### src/rtl/uart_pkg.sv
// Shared constants and FSM state encoding for the UART command sequencer.
// UART_CMD_ACK_EN adds the write-acknowledge states.
package uart_pkg;

  localparam logic [7:0] HDR_BYTE = 8'h12;
  localparam logic [7:0] OP_WR    = 8'h56;
  localparam logic [7:0] OP_RD    = 8'h34;
  localparam logic [7:0] ACK_BYTE = 8'hAC;

  typedef enum logic [3:0] {
    ST_IDLE,
    ST_OPC,
    ST_ADDR,
    ST_LEN,
    ST_WDATA,
    ST_RREQ,
    ST_RCAP,
    ST_TXWAIT
`ifdef UART_CMD_ACK_EN
    ,
    ST_ACK,
    ST_ACKWAIT
`endif
  } state_t;

  // Only the frame-receive states are bounded by the inter-byte timeout.
  function automatic logic counts_timeout(input state_t s);
    return (s == ST_OPC) || (s == ST_ADDR) || (s == ST_LEN) || (s == ST_WDATA);
  endfunction

endpackage

### src/rtl/uart_cmd_ctrl.sv
// Framed UART command parser driving an 8-bit register bus; write strobes 1 cycle after rx_done, tx_wr 1 cycle after reg_re.
// One tx byte in flight, paced by tx_done; rx bytes during a read reply are dropped. UART_CMD_ACK_EN enables write ACK (8'hAC).
module uart_cmd_ctrl
  import uart_pkg::*;
#(
  parameter int TIMEOUT_CYCLES = 65535
) (
  input  logic       sys_clk,
  input  logic       sys_rst,
  input  logic [7:0] rx_data,
  input  logic       rx_done,
  output logic [7:0] tx_data,
  output logic       tx_wr,
  input  logic       tx_done,
  output logic [7:0] reg_addr,
  output logic [7:0] reg_wdata,
  output logic       reg_we,
  output logic       reg_re,
  input  logic [7:0] reg_rdata,
  output logic       busy,
  output logic       err
);

  localparam int TW = $clog2(TIMEOUT_CYCLES + 1);
  // err is registered, so trip one count early to land the pulse
  // exactly TIMEOUT_CYCLES cycles after the last rx_done.
  localparam logic [TW-1:0] TMO_TRIP = TW'(TIMEOUT_CYCLES - 2);

`ifdef UART_CMD_ACK_EN
  localparam state_t WR_END = ST_ACK;
`else
  localparam state_t WR_END = ST_IDLE;
`endif

  state_t        state, state_nxt;
  logic          is_rd, is_rd_nxt;
  logic [7:0]    addr_q, addr_nxt;
  logic [7:0]    len_q, len_nxt;
  logic [7:0]    tx_q, tx_nxt;
  logic [TW-1:0] tmo_q, tmo_nxt;
  logic          reg_we_q, reg_we_nxt;
  logic [7:0]    reg_addr_q, reg_addr_nxt;
  logic [7:0]    reg_wdata_q, reg_wdata_nxt;
  logic          err_q, err_nxt;

  always_ff @(posedge sys_clk) begin
    if (sys_rst) begin
      state       <= ST_IDLE;
      is_rd       <= 1'b0;
      addr_q      <= '0;
      len_q       <= '0;
      tx_q        <= '0;
      tmo_q       <= '0;
      reg_we_q    <= 1'b0;
      reg_addr_q  <= '0;
      reg_wdata_q <= '0;
      err_q       <= 1'b0;
    end else begin
      state       <= state_nxt;
      is_rd       <= is_rd_nxt;
      addr_q      <= addr_nxt;
      len_q       <= len_nxt;
      tx_q        <= tx_nxt;
      tmo_q       <= tmo_nxt;
      reg_we_q    <= reg_we_nxt;
      reg_addr_q  <= reg_addr_nxt;
      reg_wdata_q <= reg_wdata_nxt;
      err_q       <= err_nxt;
    end
  end

  always_comb begin
    state_nxt     = state;
    is_rd_nxt     = is_rd;
    addr_nxt      = addr_q;
    len_nxt       = len_q;
    tmo_nxt       = '0;
    reg_we_nxt    = 1'b0;
    reg_addr_nxt  = reg_addr_q;
    reg_wdata_nxt = reg_wdata_q;
    err_nxt       = 1'b0;

    case (state)
      ST_IDLE: begin
        if (rx_done && rx_data == HDR_BYTE) state_nxt = ST_OPC;
      end
      ST_OPC: begin
        if (rx_done) begin
          if (rx_data == OP_WR) begin
            is_rd_nxt = 1'b0;
            state_nxt = ST_ADDR;
          end else if (rx_data == OP_RD) begin
            is_rd_nxt = 1'b1;
            state_nxt = ST_ADDR;
          end else begin
            err_nxt   = 1'b1;
            state_nxt = ST_IDLE;
          end
        end
      end
      ST_ADDR: begin
        if (rx_done) begin
          addr_nxt  = rx_data;
          state_nxt = ST_LEN;
        end
      end
      ST_LEN: begin
        if (rx_done) begin
          len_nxt = rx_data;
          if (rx_data == 8'd0) begin
            state_nxt = is_rd ? ST_IDLE : WR_END;
          end else if (is_rd) begin
            state_nxt    = ST_RREQ;
            reg_addr_nxt = addr_q;
          end else begin
            state_nxt = ST_WDATA;
          end
        end
      end
      ST_WDATA: begin
        if (rx_done) begin
          reg_we_nxt    = 1'b1;
          reg_addr_nxt  = addr_q;
          reg_wdata_nxt = rx_data;
          addr_nxt      = addr_q + 8'd1;
          len_nxt       = len_q - 8'd1;
          if (len_q == 8'd1) state_nxt = WR_END;
        end
      end
      ST_RREQ:  state_nxt = ST_RCAP;
      ST_RCAP:  state_nxt = ST_TXWAIT;
      ST_TXWAIT: begin
        if (tx_done) begin
          addr_nxt = addr_q + 8'd1;
          len_nxt  = len_q - 8'd1;
          if (len_q == 8'd1) begin
            state_nxt = ST_IDLE;
          end else begin
            state_nxt    = ST_RREQ;
            reg_addr_nxt = addr_q + 8'd1;
          end
        end
      end
`ifdef UART_CMD_ACK_EN
      ST_ACK:     state_nxt = ST_ACKWAIT;
      ST_ACKWAIT: if (tx_done) state_nxt = ST_IDLE;
`endif
      default:  state_nxt = ST_IDLE;
    endcase

    // A byte arriving in the expiry cycle keeps the frame alive.
    if (counts_timeout(state) && !rx_done && tmo_q == TMO_TRIP) begin
      err_nxt   = 1'b1;
      state_nxt = ST_IDLE;
    end else if (counts_timeout(state_nxt) && !rx_done) begin
      tmo_nxt = tmo_q + TW'(1);
    end
  end

  always_comb begin
    tx_wr   = (state == ST_RCAP);
    tx_data = tx_q;
    if (state == ST_RCAP) tx_data = reg_rdata;
`ifdef UART_CMD_ACK_EN
    if (state == ST_ACK) begin
      tx_wr   = 1'b1;
      tx_data = ACK_BYTE;
    end
`endif
  end

  assign tx_nxt    = tx_wr ? tx_data : tx_q;
  assign reg_re    = (state == ST_RREQ);
  assign reg_we    = reg_we_q;
  assign reg_addr  = reg_addr_q;
  assign reg_wdata = reg_wdata_q;
  assign err       = err_q;
  assign busy      = (state != ST_IDLE);

endmodule

### config.mk
export PLATFORM = sky130hd
export DESIGN_NAME = uart_cmd_ctrl
export DESIGN_NICKNAME = d
export VERILOG_FILES = /design/src/rtl/uart_pkg.sv /design/src/rtl/uart_cmd_ctrl.sv
export SDC_FILE = /design/constraint.sdc
export NUM_CORES = 1
export LEC_CHECK = 0
export CAP_MARGIN = 25
export CORE_ASPECT_RATIO = 0.7
export CORE_MARGIN = 2
export CORE_UTILIZATION = 40
export DETAILED_ROUTE_END_ITERATION = 10
export PLACE_DENSITY_LB_ADDON = 0.05
export SYNTH_ARGS = -nofsm -noshare
export SYNTH_HDL_FRONTEND = slang
export SYNTH_SLANG_ARGS = --single-unit
### constraint.sdc
create_clock -name sys_clk -period 3.4 [get_ports sys_clk]
set_input_delay 0.85 -clock sys_clk [delete_from_list [all_inputs] [get_ports sys_clk]]
set_output_delay 0.85 -clock sys_clk [all_outputs]
set_load 0.005 [all_outputs]
==> run summary <==
Status = finished clean
Die height = 81.8 um
Slew Limit Fails = 0
Setup violators final = 0
GR Util met2 = 0.284
Syn nets = 428
P&R area growth vs syn = 24.0%
Max clock buf depth = 2
H-tree depth = 3
Cell area power density = 396 nW/um^2
FF+latch area = 1260 um^2
Final GP Congestion = 0.864
Gr ovfl total = 0
RSZ-0062 raised after global routing = no
Crit-path max cell delay = 0.67 ns
Starting Density = 0.411
Clk sink count = 63
Top_reg_cell synth = dfxtp_1
Total Routing Usage GR = 0.201
Hold Crit Class = flop to flop
FP Rows = 28
CTS buffer count = 9
Critical-path cell list = nor2b_1 -> nor2b_1 -> buf_4 -> mux2_2 -> clkdlybuf4s50_1
Residual DRC count = 0
Critical path's most frequent cell = nor2b_1
Worst slew pin tran = 0.620 ns
Worst skew pair latency = 0.33 ns
Hold_buf cts = 0
Fin nets = 473
Area occupied by multi-input gates = 2010 um^2
Vias in the first global route = 2835
Post-synth EDFFs = 0
Yosys cell types = 61
Via Count = 2986
Most frequent cells in the layout = 62 x dfxtp_1, 48 x clkdlybuf4s50_1, 43 x nand2_1, 39 x nor2_1, 24 x a21oi_1
Antenna violations before repair = 0
Die area = 9410 um^2
Critical path class = flop to output pin
Maximum vdd drop = 0.294 mV
CP Capture Type = output pin
Avg WL per Cell = 15.8 um
Syn Area/Cell = 8.58 um^2
Fill cells = 802
Tot Pwr = 1.70 mW
Met1 Use GR = 0.290
Routed vias/inst = 5.37
Setup_tns = 0 ns
First-pass DRT Iterations = 4
Synth Cell Area = 3460 um^2
Busiest grt layer = met1
Crit-path slowest cell = dfxtp_1
Tcrit/Tclk final = 0.902
Post-Synthesis Cells = 403
CP max FO = 14
Layout cells sized above 1 = 0.126
Sequential fraction of the synthesis area = 0.365
Largest net degree at the start of global routing = 44
Period minus WS final = 3.07 ns
Pleak = 1.46 nW
CTS tree = built
Grt met3 use = 0.0605
Post-detail-place hpwl = 6090 um
# IOs = 49
Ys async rst share = 0
Routed Antenna Nets = 0
Port Buffers = 48
Max-slew headroom = 0.583
Width of the die = 115 um
Synth Register Bits = 63
Startpoint types = flop
WL final = 8770 um
F_max = 326 MHz
Crit path required time = 2.55 ns
Final hold vios = 0
Max-cap violations = 0
1st-iter DRT viols = 215
Setup Skew = 0.00408 ns
Clock transition at the registers of the reported paths = 0.05 ns
Diode count = 0
Core ar. = 8410 um^2
CTS Root Buffer Type = clkbuf_16
Commonest non-fill, non-tap cell in the layout = dfxtp_1
CP arrival = 2.22 ns
Syn. warnings = 0
Global-route wire length before repair = 14600 um
## registers in the layout, indices dropped and copies added, names as in the netlist
signal / count
reg_addr: 8
reg_wdata: 8
len_q: 8
addr_q: 8
tmo_q: 16
is_rd: 1
reg_we: 1
tx_q: 8
err: 1
state: 4
## layout make-up
| class | count | area share |
|---|---|---|
| tap | 105 | 0.0307 |
| timing repair buffer | 60 | 0.133 |
| sequential | 63 | 0.295 |
| multi-input combinational | 306 | 0.468 |
| inverter | 8 | 0.00701 |
| clock buffer | 14 | 0.0663 |
## Yosys cell counts (2+ instances only)
cell / count / share of area
o31ai_1: 2 / 0.0043
buf_4: 4 / 0.0087
inv_1: 8 / 0.0087
xor2_1: 10 / 0.025
o22a_1: 2 / 0.0051
buf_2: 6 / 0.0087
and2_1: 6 / 0.011
a31oi_1: 2 / 0.0036
nand4_1: 12 / 0.022
xnor2_1: 14 / 0.035
clkbuf_1: 11 / 0.012
nor4_1: 12 / 0.022
and3_1: 3 / 0.0054
a211oi_1: 2 / 0.0043
nor3b_1: 5 / 0.011
mux2i_1: 10 / 0.029
nor2_1: 39 / 0.042
mux2_2: 8 / 0.026
or2_2: 2 / 0.0036
dfxtp_1: 63 / 0.36
buf_6: 3 / 0.0098
nand3_1: 19 / 0.028
a21boi_0: 2 / 0.0043
nand2b_1: 4 / 0.0072
nor4_2: 9 / 0.033
and3b_1: 2 / 0.0051
o21ai_0: 22 / 0.032
a21oi_1: 24 / 0.035
nor3_1: 9 / 0.013
nor2b_1: 11 / 0.020
nand2_1: 43 / 0.047
ha_1: 5 / 0.018
## path summary, 6_finish.rpt
path,slack [ns],startpoint,cells after the start,to
setup / recovery,0.33,state[0]$_SDFF_PP0_,5,tx_data[7]
hold / removal,0.45,reg_wdata[2]$_SDFFE_PP0P_,2,reg_wdata[2]$_SDFFE_PP0P_
setup reg to reg,1.18,state[0]$_SDFF_PP0_,6,tmo_q[5]$_SDFF_PP0_
hold reg to reg,0.45,reg_wdata[2]$_SDFFE_PP0P_,2,reg_wdata[2]$_SDFFE_PP0P_
## power by group
group | total [mW] | leakage [nW] | switching (mW) | internal, mW
Sequential | 0.740 | 0.508 | 0.000305 | 0.740
Combinational | 0.0740 | 0.815 | 0.0409 | 0.0331
Clock | 0.881 | 0.141 | 0.316 | 0.565
Total | 1.70 | 1.46 | 0.358 | 1.34
## per-layer routing
layer | up-vias | share of wire
met5 | - | 0
met4 | 0 | 0.013
met3 | 9 | 0.056
met2 | 78 | 0.40
met1 | 1379 | 0.53
li1 | 1520 | -
## cell families (layout without fill, tap and decap cells)
family,after synthesis,count (layout),synth area share
AOI/OAI and AO/OA,70,70,0.139
xor gates and xnor gates,24,24,0.0608
adders and majority gates,5,5,0.0181
buffers and inverters,34,82,0.0547
DFF,63,63,0.365
muxes,18,18,0.0550
other,1,1,0.00108
and+or+nand+nor,188,188,0.307
## stage by stage
step | hold slack [ns] | area, um^2 | cells | worst slack (ns) | utilization
final | 0.453 | 4290 | 556 | 0.332 | 0.510
after global routing | 0.481 | 4290 | 556 | 0.182 | 0.510
after CTS | 0.457 | 4280 | 556 | 0.136 | 0.510
after detailed placement | 0.449 | 4000 | 542 | 0.373 | 0.476
after global placement | 0.443 | 4000 | 542 | 0.435 | 0.476
after floorplan | 0.453 | 3460 | 403 | 1.13 | -
## critical path, delay by kind of cell, from the launching register on
family | cells | cell delay, ns
simple gates | 2 | 0.30
buf+inv | 2 | 0.63
flops | 1 | 0.67
mux | 1 | 0.28
## repair_timing
action / CTS / global route
endpoints found under the setup margin: 0 / 4
buffers inserted: 0 / 0
gates resized for setup: 0 / 1
No activity file was read; power rests on OpenSTA's default activity.
